$ cat config.mk
export PLATFORM = sky130hd
export DESIGN_NAME = updown_counter_mod
export DESIGN_NICKNAME = d
export VERILOG_FILES = /design/src/rtl/updown_counter_mod.sv
export SDC_FILE = /design/constraint.sdc
export NUM_CORES = 1
export LEC_CHECK = 0
export ABC_AREA = 1
export BUFFER_PORTS_ARGS = -buffer_cell sky130_fd_sc_hd__clkbuf_2
export CAP_MARGIN = 30
export CORE_AREA = 2 2 39 41
export CTS_BUF_LIST = sky130_fd_sc_hd__clkbuf_4 sky130_fd_sc_hd__clkbuf_8
export DETAILED_ROUTE_END_ITERATION = 6
export DIE_AREA = 0 0 41 43
export MAX_ROUTING_LAYER = met4
export PLACE_DENSITY_LB_ADDON = 0.25
export SLEW_MARGIN = 20
export SYNTH_ARGS = -nofsm -noshare
export SYNTH_HDL_FRONTEND = slang
export SYNTH_SLANG_ARGS = --single-unit
$ cat constraint.sdc
create_clock -name Clk -period 1.3 [get_ports Clk]
set_input_delay 0.065 -clock Clk [delete_from_list [all_inputs] [get_ports Clk]]
set_output_delay 0.065 -clock Clk [all_outputs]
set_load 0.005 [all_outputs]
$ cat src/rtl/updown_counter_mod.sv
// Parametrised up/down counter with enable, clamped parallel load, wrap or saturate
// boundaries, terminal-count flag and wrap pulse. Optional WrapCount output: UPDOWN_CNT_WRAPCOUNT_EN.
module updown_counter_mod #(
  parameter int unsigned WIDTH       = 4,
  parameter int unsigned MOD_MAX     = 15,
  parameter bit          SATURATE    = 1'b0,
  parameter int unsigned RESET_VALUE = 0
) (
  input  logic             Clk,
  input  logic             reset,
  input  logic             En,
  input  logic             UpOrDown,
  input  logic             Load,
  input  logic [WIDTH-1:0] LoadValue,
  output logic [WIDTH-1:0] Count,
  output logic             TermCount,
  output logic             WrapPulse
`ifdef UPDOWN_CNT_WRAPCOUNT_EN
  ,
  output logic [7:0]       WrapCount
`endif
);

  localparam logic [WIDTH-1:0] mod_max   = WIDTH'(MOD_MAX);
  localparam logic [WIDTH-1:0] reset_val = WIDTH'(RESET_VALUE);
  localparam logic [WIDTH-1:0] one       = WIDTH'(1);

  logic [WIDTH-1:0] next_count;
  logic             at_top;
  logic             at_bottom;

  // Exact compares so a non-power-of-two modulus wraps at MOD_MAX, not at the carry-out
  assign at_top    = (Count == mod_max);
  assign at_bottom = (Count == '0);

  assign TermCount = En & ~Load & ((UpOrDown & at_top) | (~UpOrDown & at_bottom));

  always_comb begin
    next_count = Count;
    if (Load) begin
      next_count = (LoadValue > mod_max) ? mod_max : LoadValue;
    end else if (En) begin
      if (UpOrDown) begin
        if (at_top) begin
          next_count = SATURATE ? mod_max : '0;
        end else begin
          next_count = Count + one;
        end
      end else begin
        if (at_bottom) begin
          next_count = SATURATE ? '0 : mod_max;
        end else begin
          next_count = Count - one;
        end
      end
    end
  end

  always_ff @(posedge Clk or negedge reset) begin
    if (!reset) begin
      Count     <= reset_val;
      WrapPulse <= 1'b0;
    end else begin
      Count     <= next_count;
      WrapPulse <= TermCount;
    end
  end

`ifdef UPDOWN_CNT_WRAPCOUNT_EN
  // Counts the edges that raise WrapPulse, i.e. cycles with TermCount high
  always_ff @(posedge Clk or negedge reset) begin
    if (!reset) begin
      WrapCount <= 8'd0;
    end else if (Load) begin
      WrapCount <= 8'd0;
    end else if (TermCount && (WrapCount != 8'hFF)) begin
      WrapCount <= WrapCount + 8'd1;
    end
  end
`endif

endmodule

== Yosys cells after proc, flatten, opt, wreduce, memory -nomap -nowiden ==
Cells that the tools add are included.
Word-level totals
  register bits after elaboration: 5
  input port bits: 9
  output and inout port bits: 6
Cells by class
  $add $sub $neg: 2
  $lt $le $gt $ge: 1
  eq/ne operators: 1
  mux-type cells: 6
  bitwise logic cells: 7
  reduce and logical (&&, ||, !) cells: 2
Operator list (number)
  4-bit 2-to-1 mux: 6
  4-bit by 1-bit adder with 4-bit output, second input constant: 1
  1-bit AND: 4
  4-bit equality test, second input constant: 1
  4-bit > comparator, second input constant: 1
  4-bit logical NOT: 1
  4-bit by 1-bit subtractor with 4-bit output, second input constant: 1
  1-bit NOT: 2
  2-bit nonzero test: 1
  1-bit bitwise OR: 1

== Longest topological paths before layout ==
  depth in word-level cells: 5
  mapped depth: 8

== Worst setup path after synthesis ==
OpenSTA, ideal clock, no wires.
  path type: register -> register
  start point: reg Count[0]
  end point: reg Count[2]
  data arrival time: 1.055 ns
  setup slack: 0.121 ns
  cell stages (with the launch flop): 8
  buffers on the path: 0
  clock period less this slack: 1.179 ns
  cells stage by stage: dfrtp_1 -> inv_1 -> ha_1 -> nand2_1 -> nand2_1 -> xor2_1 -> nand2_1 -> nand3_1
Between the ends
  cells in the longest elaborated chain, start to end: 5
  elaborated cells on any way between the ends: 9
  classes of those cells: add/sub: 2; eq/ne: 1; mux: 5; reduce/logical: 1
Ends and longest elaborated chain
  start, declared: RTL line 15  | output logic [WIDTH-1:0] Count,
  start signal, assigned: RTL line 61  | Count <= reset_val;
  start signal, assigned: RTL line 64  | Count <= next_count;
  4-bit by 1-bit subtractor with 4-bit output, or another cell as far along: RTL line 53  | next_count = Count - one;
  4-bit 2-to-1 mux, on equally long branches: RTL line 50, 44
  4-bit 2-to-1 mux *: RTL line 43  | if (UpOrDown) begin
  4-bit 2-to-1 mux *: RTL line 42  | end else if (En) begin
  4-bit 2-to-1 mux *: RTL line 40  | if (Load) begin
Mark *: on every way between the ends. The rest lies on a longest branch, timed or not. The select of a mux whose other input is x is not followed.
A chain may end at the register's enable or synchronous reset.

== Final worst setup path ==
  start point: reg Count[1]
  end point: out TermCount
Between the ends
  cells in the longest elaborated chain, start to end: 4
  elaborated cells on any way between the ends: 6
  classes of those cells: eq/ne: 1; bitwise: 4; reduce/logical: 1
Ends and longest elaborated chain
  4-bit equality test / 4-bit logical NOT (equally long branches): RTL line 33, 34
  1-bit AND: RTL line 36  | assign TermCount = En & ~Load & ((UpOrDown & at_top) | (~UpOrDown & at_bottom));
  1-bit bitwise OR *: RTL line 36
  1-bit AND *: RTL line 36
  end, declared: RTL line 16  | output logic TermCount,
Mark *: on every way between the ends. The rest lies on a longest branch, timed or not.

==> impl_metrics.py <==
metrics = {
    "yosys": {
        "synth_top_area_share_pct": 35.34,
        "synth_flop_cell": "dfrtp_1",
        "synth_seq_cells": 5,
        "syn_nets": 62,
        "syn_inst": 51,
        "async_flop_share_pct": 100.0,
        "syn_area_per_cell_um2": 6.943,
        "yosys.area.top_type": "dfrtp_1",
        "synthTopCellsByCount": "nand2_1 (19), inv_1 (7), nand3_1 (6)",
        "ys.warnings.count": 0,
        "synth.most_common_cell": "nand2_1",
        "synth_area_leaders": "dfrtp_1 (35%), nand2_1 (20%), nand3_1 (8.5%), inv_1 (7.4%), ha_1 (7.1%)",
        "synth_cell_types": 14,
        "synth_edf_count": 0,
        "ys_seq_area_share_pct": 35.34,
        "synth_area_um2": 354.1,
    },
    "timing": {
        "slew_headroom_pct": 81.87,
        "finalWorstSetupSlack_ps": -51.63,
        "fmax_ghz": 0.7398,
        "drv_slew": 0,
        "skew_ps": 3.786,
        "timing.final.crit_share_pct": 104.0,
        "whs_ps": 33.61,
        "layout_min_cycle_time_ps": 1352,
        "setup_tns_ps": -51.63,
        "worst_pin_slew_ps": 271.9,
        "rsz0062_at_grt": "true",
        "hold_viol_final": 0,
        "setup_viol": 1,
    },
    "drt": {
        "top_layer_used": "met4",
        "dr_wl_met3_um": 49,
        "dr_total_vias": 404,
        "ant_nets": 0,
        "vias_per_cell": 4.440,
        "drtIter0Drc": 2,
        "drt-pass1-iter-count": 3,
        "wl_met2_um": 505,
        "drt-met1-wl_um": 403,
        "wl_um": 973,
        "routedWlPerCell_um": 10.69,
        "drc": 0,
    },
    "critical_path": {
        "required_ps": 1240,
        "end_kind": "output port",
        "path_class": "flop to output port",
        "critical_path.startpoint_type": "flop",
        "cp.arrival_ps": 1290,
        "path_max_fanout": 3,
    },
    "global_route": {
        "antenna_found_initial": 0,
        "track_usage_pct": 14.52,
        "grt_max_degree": 8,
        "grt_overflow": 0,
        "grt_pass1_wl_um": 1621,
        "grt_pass1_vias": 386,
    },
    "floorplanning": {
        "die_x_um": 41,
        "die_h_um": 43,
        "rows": 14,
        "die_area_um2": 1763,
        "io_pins": 15,
        "start_util_pct": 25.59,
        "core_area_um2": 1384,
    },
    "final_layout": {
        "area_delta_synth_final_pct": 56.18,
        "finalNonFillerCells": 91,
        "antenna_cells": 0,
        "nNetsFinal": 87,
        "drive_above_1_share_pct": 42.67,
    },
    "place": {
        "place_congestion": 0.7004,
        "dp_cells": 82,
        "hpwl_um": 735.9,
        "portBuffers": 14,
    },
    "power": {
        "power_density_nw_per_um2": 1074,
        "power.leakage_nw": 0.3042,
        "ir_drop_mv": 0.6548,
    },
    "clock_tree": {
        "clk_path_buf_depth": 2,
        "cts-buffers-inserted": 3,
        "htree_num_levels": 1,
        "root_buffer": "clkbuf_4",
        "cts_tree": "yes",
        "insertion_delay_ps": 240,
        "cts.reportedPaths.clkPinSlew_ps": 40,
        "clock-sinks": 5,
    },
    "run_status": {
        "violations": "setup timing",
        "status": "complete, but fails checks",
    },
    "min_path": {
        "min_path_type": "input pin to flop",
    },
    "job": {
        "max_cap_violations": 0,
    },
}
==> critical path: stages, from the launching register on <==
cell and delay [ps]:
dfrtp_1 400, inv_1 120, ha_4 160, nand3_1 90, a21oi_2 150, buf_2 120
==> registers in the layout, summed over array words and instances, names as in the netlist <==
signal / flops
WrapPulse: 1
Count: 4
==> power breakdown <==
part / internal, W / switching (W)
combinational: 0.0000929 / 0.0000950
clock: 0.000137 / 0.0000688
sequential: 0.000173 / 0.0000272
==> what timing repair did <==
item                                    4_1_cts  5_1_grt
resized for setup                             4        6
endpoints found under the setup margin        1        1
pin swaps                                     0        2
endpoints found under the hold margin         5        0
buffers inserted                              2        2
hold buffers                                  1        0
gates cloned                                  0        0
==> cells in the final DEF (no fill, tap or decap) <==
cell type      instances
o211ai_1               1
nand2_2                2
nand3_2                1
nor2_1                 2
dlygate4sd3_1          1
clkinv_1               1
nor2_2                 1
or2_1                  1
a22oi_1                1
nand2_1               17
dfrtp_1                5
nand3_1                5
clkbuf_2              13
xor2_1                 2
ha_2                   1
clkbuf_4               4
buf_2                  1
buf_4                  5
a21oi_2                2
o221ai_1               1
inv_2                  1
ha_4                   1
inv_1                  6
==> kinds of logic (layout without fill, tap and decap cells) <==
logic type | count (synthesis) | after routing | synth area share (%)
AND/OR/NAND/NOR | 29 | 29 | 33.57
buffers and inverters | 8 | 32 | 8.481
AO/OA/AOI/OAI | 5 | 5 | 10.60
flip-flops | 5 | 5 | 35.34
adder cells (fa/ha/maj) | 2 | 2 | 7.066
XOR/XNOR | 2 | 2 | 4.948
==> cell type report <==
class,instances,area [um^2]
Clock buffer,4,30.03
Fill cell,164,830.8
Timing Repair Buffer,20,117.6
Multi-Input combinational cell,38,230.2
Tap cell,16,20.02
Inverter,8,30.03
Sequential cell,5,125.1
==> metrics by stage <==
step	utilization, %	worst slack [ps]	total power, W	instance area, um^2
after floorplan	-	120.7	0.0002874	354.1
after CTS	37.79	-65.43	0.0005902	523.0
after detailed placement	32.64	43.92	0.0003515	451.7
after global placement	32.64	76.84	0.0003490	451.7
final	39.96	-51.63	0.0005941	553.0
after global routing	39.96	-117.6	0.0006401	553.0
==> routing by layer <==
| layer | vias up | GRT usage (%) |
|---|---|---|
| li1 | 212 | - |
| met1 | 180 | 16.13 |
| met2 | 10 | 21.88 |
| met3 | 2 | 7.853 |
| met4 | 0 | 4.000 |
| met5 | - | - |
==> final timing paths <==
path,from,to,slack (ps),cells after the start
max in group asynchronous,reset,Count[0],970,2
setup / recovery,Count[1],TermCount,-50,5
min in group asynchronous,reset,Count[3],180,2
hold reg to reg,Count[3],Count[3],690,2
hold / removal,LoadValue[1],Count[1],30,3
setup reg to reg,Count[1],Count[3],80,9
(Power assumes the default switching activity.)
